[config.mk]
export PLATFORM = sky130hd
export DESIGN_NAME = button_event
export DESIGN_NICKNAME = d
export VERILOG_FILES = /design/src/rtl/button_event.sv
export SDC_FILE = /design/constraint.sdc
export NUM_CORES = 1
export LEC_CHECK = 0
export BUFFER_PORTS_ARGS = -buffer_cell sky130_fd_sc_hd__buf_4
export CAP_MARGIN = 20
export CELL_PAD_IN_SITES_DETAIL_PLACEMENT = 0
export CELL_PAD_IN_SITES_GLOBAL_PLACEMENT = 2
export CORE_MARGIN = 1
export CORE_UTILIZATION = 38
export DETAILED_ROUTE_END_ITERATION = 6
export PLACE_DENSITY = 0.8
export SETUP_SLACK_MARGIN = 0.2
export SYNTH_ARGS = -nofsm -noshare
export SYNTH_HDL_FRONTEND = slang
export SYNTH_SLANG_ARGS = --single-unit
[constraint.sdc]
create_clock -name clk_i -period 2.8 [get_ports clk_i]
set_clock_uncertainty 0.1 [all_clocks]
set_input_delay 0.28 -clock clk_i [delete_from_list [all_inputs] [get_ports clk_i]]
set_output_delay 0.28 -clock clk_i [all_outputs]
set_load 0.005 [all_outputs]
[src/rtl/button_event.sv]
// button_event: turns a debounced switch level into single-cycle user-event
// strobes (press, release, long-press, auto-repeat, double-click) plus a
// held level.
//
// Ports:
//   clk_i      clock
//   rst_i      synchronous reset, active-high
//   clean_i    debounced switch level, 1 = pressed, synchronous to clk_i
//   press_o    one-cycle pulse on each press
//   release_o  one-cycle pulse on each release
//   long_o     one-cycle pulse when a hold reaches long_cyc cycles
//   repeat_o   one-cycle pulse every rpt_cyc cycles while held after long_o
//   dbl_o      one-cycle pulse on the second press of a double-click
//   held_o     level, 1 while the button is considered held
module button_event #(
  parameter int unsigned cnt_bits = 26,
  parameter int unsigned long_cyc = 25000000,
  parameter int unsigned rpt_cyc  = 5000000,
  parameter int unsigned dbl_cyc  = 12500000
) (
  input  logic clk_i,
  input  logic rst_i,
  input  logic clean_i,
  output logic press_o,
  output logic release_o,
  output logic long_o,
  output logic repeat_o,
  output logic dbl_o,
  output logic held_o
);

  typedef enum logic [2:0] {
    IDLE,
    HOLD,
    HOLD2,
    REPEAT,
    GAP
  } state_t;

  localparam logic [cnt_bits-1:0] LONG_M1 = cnt_bits'(long_cyc - 1);
  localparam logic [cnt_bits-1:0] RPT_M1  = cnt_bits'(rpt_cyc - 1);
  localparam logic [cnt_bits-1:0] DBL_M1  = cnt_bits'(dbl_cyc - 1);

  state_t              state_q, state_d;
  logic [cnt_bits-1:0] cnt_q, cnt_d;
  logic                clean_q;
  logic                press_q, press_d;
  logic                release_q, release_d;
  logic                long_q, long_d;
  logic                repeat_q, repeat_d;
  logic                dbl_q, dbl_d;
  logic                held_q, held_d;
  logic                rise, fall;

  assign rise = clean_i & ~clean_q;
  assign fall = ~clean_i & clean_q;

  // Counter defaults to clear; it only advances when the state is kept,
  // so every transition clears it implicitly.
  always_comb begin
    state_d   = state_q;
    cnt_d     = '0;
    press_d   = 1'b0;
    release_d = 1'b0;
    long_d    = 1'b0;
    repeat_d  = 1'b0;
    dbl_d     = 1'b0;
    unique case (state_q)
      IDLE: begin
        if (rise) begin
          press_d = 1'b1;
          state_d = HOLD;
        end
      end
      HOLD, HOLD2: begin
        if (fall) begin
          release_d = 1'b1;
          // Only a first press arms the double-click window.
          state_d   = (state_q == HOLD) ? GAP : IDLE;
        end else if (cnt_q == LONG_M1) begin
          long_d  = 1'b1;
          state_d = REPEAT;
        end else begin
          cnt_d = cnt_q + 1'b1;
        end
      end
      REPEAT: begin
        if (fall) begin
          release_d = 1'b1;
          state_d   = IDLE;
        end else if (cnt_q == RPT_M1) begin
          repeat_d = 1'b1;
        end else begin
          cnt_d = cnt_q + 1'b1;
        end
      end
      GAP: begin
        if (rise) begin
          press_d = 1'b1;
          dbl_d   = 1'b1;
          state_d = HOLD2;
        end else if (cnt_q == DBL_M1) begin
          state_d = IDLE;
        end else begin
          cnt_d = cnt_q + 1'b1;
        end
      end
      default: state_d = IDLE;
    endcase
    held_d = (state_d == HOLD) || (state_d == HOLD2) || (state_d == REPEAT);
  end

  always_ff @(posedge clk_i) begin
    // clean_q follows the input even in reset so a button held through
    // reset does not look like a fresh press.
    clean_q <= clean_i;
    if (rst_i) begin
      state_q   <= IDLE;
      cnt_q     <= '0;
      press_q   <= 1'b0;
      release_q <= 1'b0;
      long_q    <= 1'b0;
      repeat_q  <= 1'b0;
      dbl_q     <= 1'b0;
      held_q    <= 1'b0;
    end else begin
      state_q   <= state_d;
      cnt_q     <= cnt_d;
      press_q   <= press_d;
      release_q <= release_d;
      long_q    <= long_d;
      repeat_q  <= repeat_d;
      dbl_q     <= dbl_d;
      held_q    <= held_d;
    end
  end

  assign press_o   = press_q;
  assign release_o = release_q;
  assign long_o    = long_q;
  assign repeat_o  = repeat_q;
  assign dbl_o     = dbl_q;
  assign held_o    = held_q;

endmodule
==> impl_metrics.py <==
metrics = {
    "status": {
        "status": "completed",
    },
    "place": {
        "placement.io_buffers": 8,
        "dp_cells": 270,
        "routabilityCongestion": 0.7710,
        "hpwlAfterDp_um": 2985,
    },
    "global_routing": {
        "grt_pass1_wl_um": 7031,
        "grt-ovfl-total": 0,
        "grt_max_degree": 27,
        "grt_usage": 0.1785,
        "use_met1": 0.2243,
        "gr-usage-met3": 0.05139,
        "grt_pass1_vias": 1491,
        "gr-usage-met2": 0.2893,
        "antenna_found_initial": 0,
        "busiest_layer": "met2",
    },
    "floorplan": {
        "die_h_um": 71.95,
        "dieArea_mm2": 0.005177,
        "placement_rows": 25,
        "start_util": 0.3936,
        "die_w_um": 71.95,
        "core-area_mm2": 0.004723,
        "pin_count": 9,
    },
    "cells_and_area": {
        "drive_gt1_frac": 0.2512,
        "fin_nets": 214,
        "syn_to_final_growth_pct": 12.52,
        "diodes": 0,
        "fin_cells": 278,
    },
    "sta": {
        "rsz0062_at_grt": "no",
        "period_minus_slack_ps": 2396,
        "fin_tns_setup_ps": 0,
        "post-route-period-util": 0.8557,
        "setup_viol": 0,
        "fmax_ghz": 0.4174,
        "slew_headroom": 0.7153,
        "slew_viol_final": 0,
        "hold_viol_final": 0,
        "hold_ws_ps": 23.80,
        "tightest_slew_ps": 423.2,
    },
    "clock_network": {
        "clk_pin_slew_worst_paths_ps": 80,
        "htree_num_levels": 2,
        "cts_hold_buf": 0,
        "cts_resized": 0,
        "post_cts_buffers": 0,
        "cts_sinks": 36,
        "clk_latency_ps": 290,
        "cts_tree": "built",
        "cts-root-buf": "clkbuf_8",
        "cts_buffer_depth": 2,
        "cts_buffers": 5,
    },
    "setup_path": {
        "worstSetupEndpointType": "register",
        "cpLargestDelayFamily": "simple AND/OR/NAND/NOR gates",
        "critical_path_class": "reg2reg",
        "slowest_delay_ps": 600,
        "slowest_stage": "or4_4",
        "worstPathMaxFanout": 26,
        "required_ps": 2870,
        "cp_num_buf_inv": 1,
        "critPathArrivalTime_ps": 2470,
        "startpoint_type": "register",
        "worstPathCellList": "ha_1 > and3_1 > nand4_1 > or4_4 > a211oi_4 > buf_12 > a21boi_0",
    },
    "pwr": {
        "p_seq_frac": 0.553,
        "power_frac_comb": 0.037,
        "switchingPower_w": 0.0002154,
        "peakVddDrop_v": 0.0002508,
        "power_w": 0.0009422,
        "p_int_w": 0.0007268,
        "p_clk_frac": 0.410,
        "cellPowerDensity_mw_per_mm2": 450.4,
        "leakagePower_nw": 0.6111,
        "p_sw_frac": 0.2286,
    },
    "synthesis": {
        "ys_seq_elements": 36,
        "yosysUniqueCellTypes": 43,
        "synth_area_leaders": "dfxtp_1, a21oi_2, xnor2_1, xor2_1, nand4_1",
        "syn-cell-area_mm2": 0.001859,
        "synth-async-reset-ratio": 0,
        "postSynthCellCount": 198,
        "synth.top_cell.area_share": 0.3876,
        "seq_area_frac_synth": 0.3876,
        "synth_nets": 202,
        "yosysWarnings": 0,
        "synth_area_leader_cell": "dfxtp_1",
        "synth_flop_cell": "dfxtp_1",
        "synth_edf_count": 0,
        "avgSynthCellArea_um2": 9.390,
    },
    "route": {
        "routedWlPerCell_um": 14.67,
        "viasPerCell": 5.324,
        "firstDrtPassIters": 4,
        "wl_um": 4077,
        "via_count": 1480,
        "drtAntennaViolNets": 0,
        "drcViolationCount": 0,
        "drtIter0Drc": 40,
    },
    "worst_hold_path": {
        "hp-class": "in2reg",
    },
    "job": {
        "maxCapViolations": 0,
    },
}
-- worst register-to-register path: cells and delay by family, from the launching register on --
family	cells	cell delay [ps]
AOI/OAI and AO/OA	2	420
buffers and inverters	1	240
adders and majority gates	1	200
DFF	1	390
and+or+nand+nor	3	930
-- sequential cells by signal (all words and copies together) (netlist names) --
name / count
cnt_q: 26
state_q: 3
clean_q: 1
dbl_o: 1
held_o: 1
long_o: 1
press_o: 1
release_o: 1
repeat_o: 1
-- path summary, 6_finish.rpt --
path | endpoint | start | slack [ps] | depth (start not counted)
min reg2reg | cnt_q[0]$_SDFF_PP0_ | cnt_q[0]$_SDFF_PP0_ | 380 | 1
min | clean_q$_DFF_P_ | clean_i | 20 | 1
max reg2reg | cnt_q[1]$_SDFF_PP0_ | cnt_q[0]$_SDFF_PP0_ | 400 | 7
max | cnt_q[1]$_SDFF_PP0_ | cnt_q[0]$_SDFF_PP0_ | 400 | 7
-- logic make-up (layout without fill, tap and decap cells) --
kind of cell / Yosys count / after routing / share of synthesized area
XOR/XNOR: 25 / 25 / 0.1178
buffers and inverters: 14 / 27 / 0.04710
multiplexers: 1 / 1 / 0.005384
AO/OA/AOI/OAI: 37 / 37 / 0.1581
flip-flops: 36 / 36 / 0.3876
adder cells (fa/ha/maj): 1 / 1 / 0.006728
AND/OR/NAND/NOR: 84 / 84 / 0.2773
-- cell usage after synthesis, types with 3 or more instances --
cell type and number:
nor4_1 9, and2_1 3, a21oi_2 20, a211oi_1 3, clkbuf_1 5, nor2_1 11, inv_1 3, nand3_1 11
xnor2_1 16, dfxtp_1 36, nand4_1 10, nor3_1 6, nand2_1 12, a21oi_1 8, xor2_1 9, and4_1 4
-- area by class of cell --
type / count / area (um^2)
flip-flops and latches: 36 / 720.7
clock inverters: 2 / 10.01
fillers: 476 / 2631
repair buffers: 16 / 132.6
inverters: 3 / 11.26
multi-input cells: 148 / 1051
clock buffers: 6 / 82.58
well taps: 67 / 83.83
-- routing by layer --
metal	vias up	share of wire
met5	-	0
met1	712	0.47
li1	740	-
met2	23	0.47
met4	0	0.013
met3	5	0.042
-- per-stage QoR --
stage | util | setup WS [ps] | cell area (um^2)
6_report | 0.4429 | 404.1 | 2092
2_1_floorplan | - | 437.8 | 1859
4_1_cts | 0.4429 | 409.3 | 2092
3_3_place_gp | 0.4233 | 453.8 | 1999
3_5_place_dp | 0.4233 | 423.0 | 1999
5_1_grt | 0.4429 | 280.3 | 2092
-- placed cells by master, fill, tap and decap left out, types with 2 or more instances in the layout --
| cell | count |
|---|---|
| a211oi_1 | 3 |
| xnor2_1 | 16 |
| a21boi_0 | 2 |
| nor3_1 | 6 |
| nand4_1 | 10 |
| clkinv_2 | 2 |
| nor4_1 | 9 |
| or4_4 | 2 |
| and4_1 | 4 |
| buf_4 | 15 |
| nor2_1 | 11 |
| nand2_1 | 12 |
| a21oi_2 | 20 |
| nand3_1 | 11 |
| nand2b_1 | 2 |
| and2_1 | 3 |
| xor2_1 | 9 |
| inv_1 | 3 |
| dfxtp_1 | 36 |
| a21oi_1 | 8 |
| clkbuf_8 | 6 |
-- power by group through the flow --
stage / Combinational (W) / Clock, W / Sequential [W]
2_1_floorplan: 0.0000266 / 0 / 0.000531
3_3_place_gp: 0.0000345 / 0 / 0.000533
3_5_place_dp: 0.0000348 / 0 / 0.000533
4_1_cts: 0.0000350 / 0.000394 / 0.000521
5_1_grt: 0.0000382 / 0.000420 / 0.000522
6_report: 0.0000346 / 0.000386 / 0.000521
Note: power is estimated with default switching activity, not from simulation.
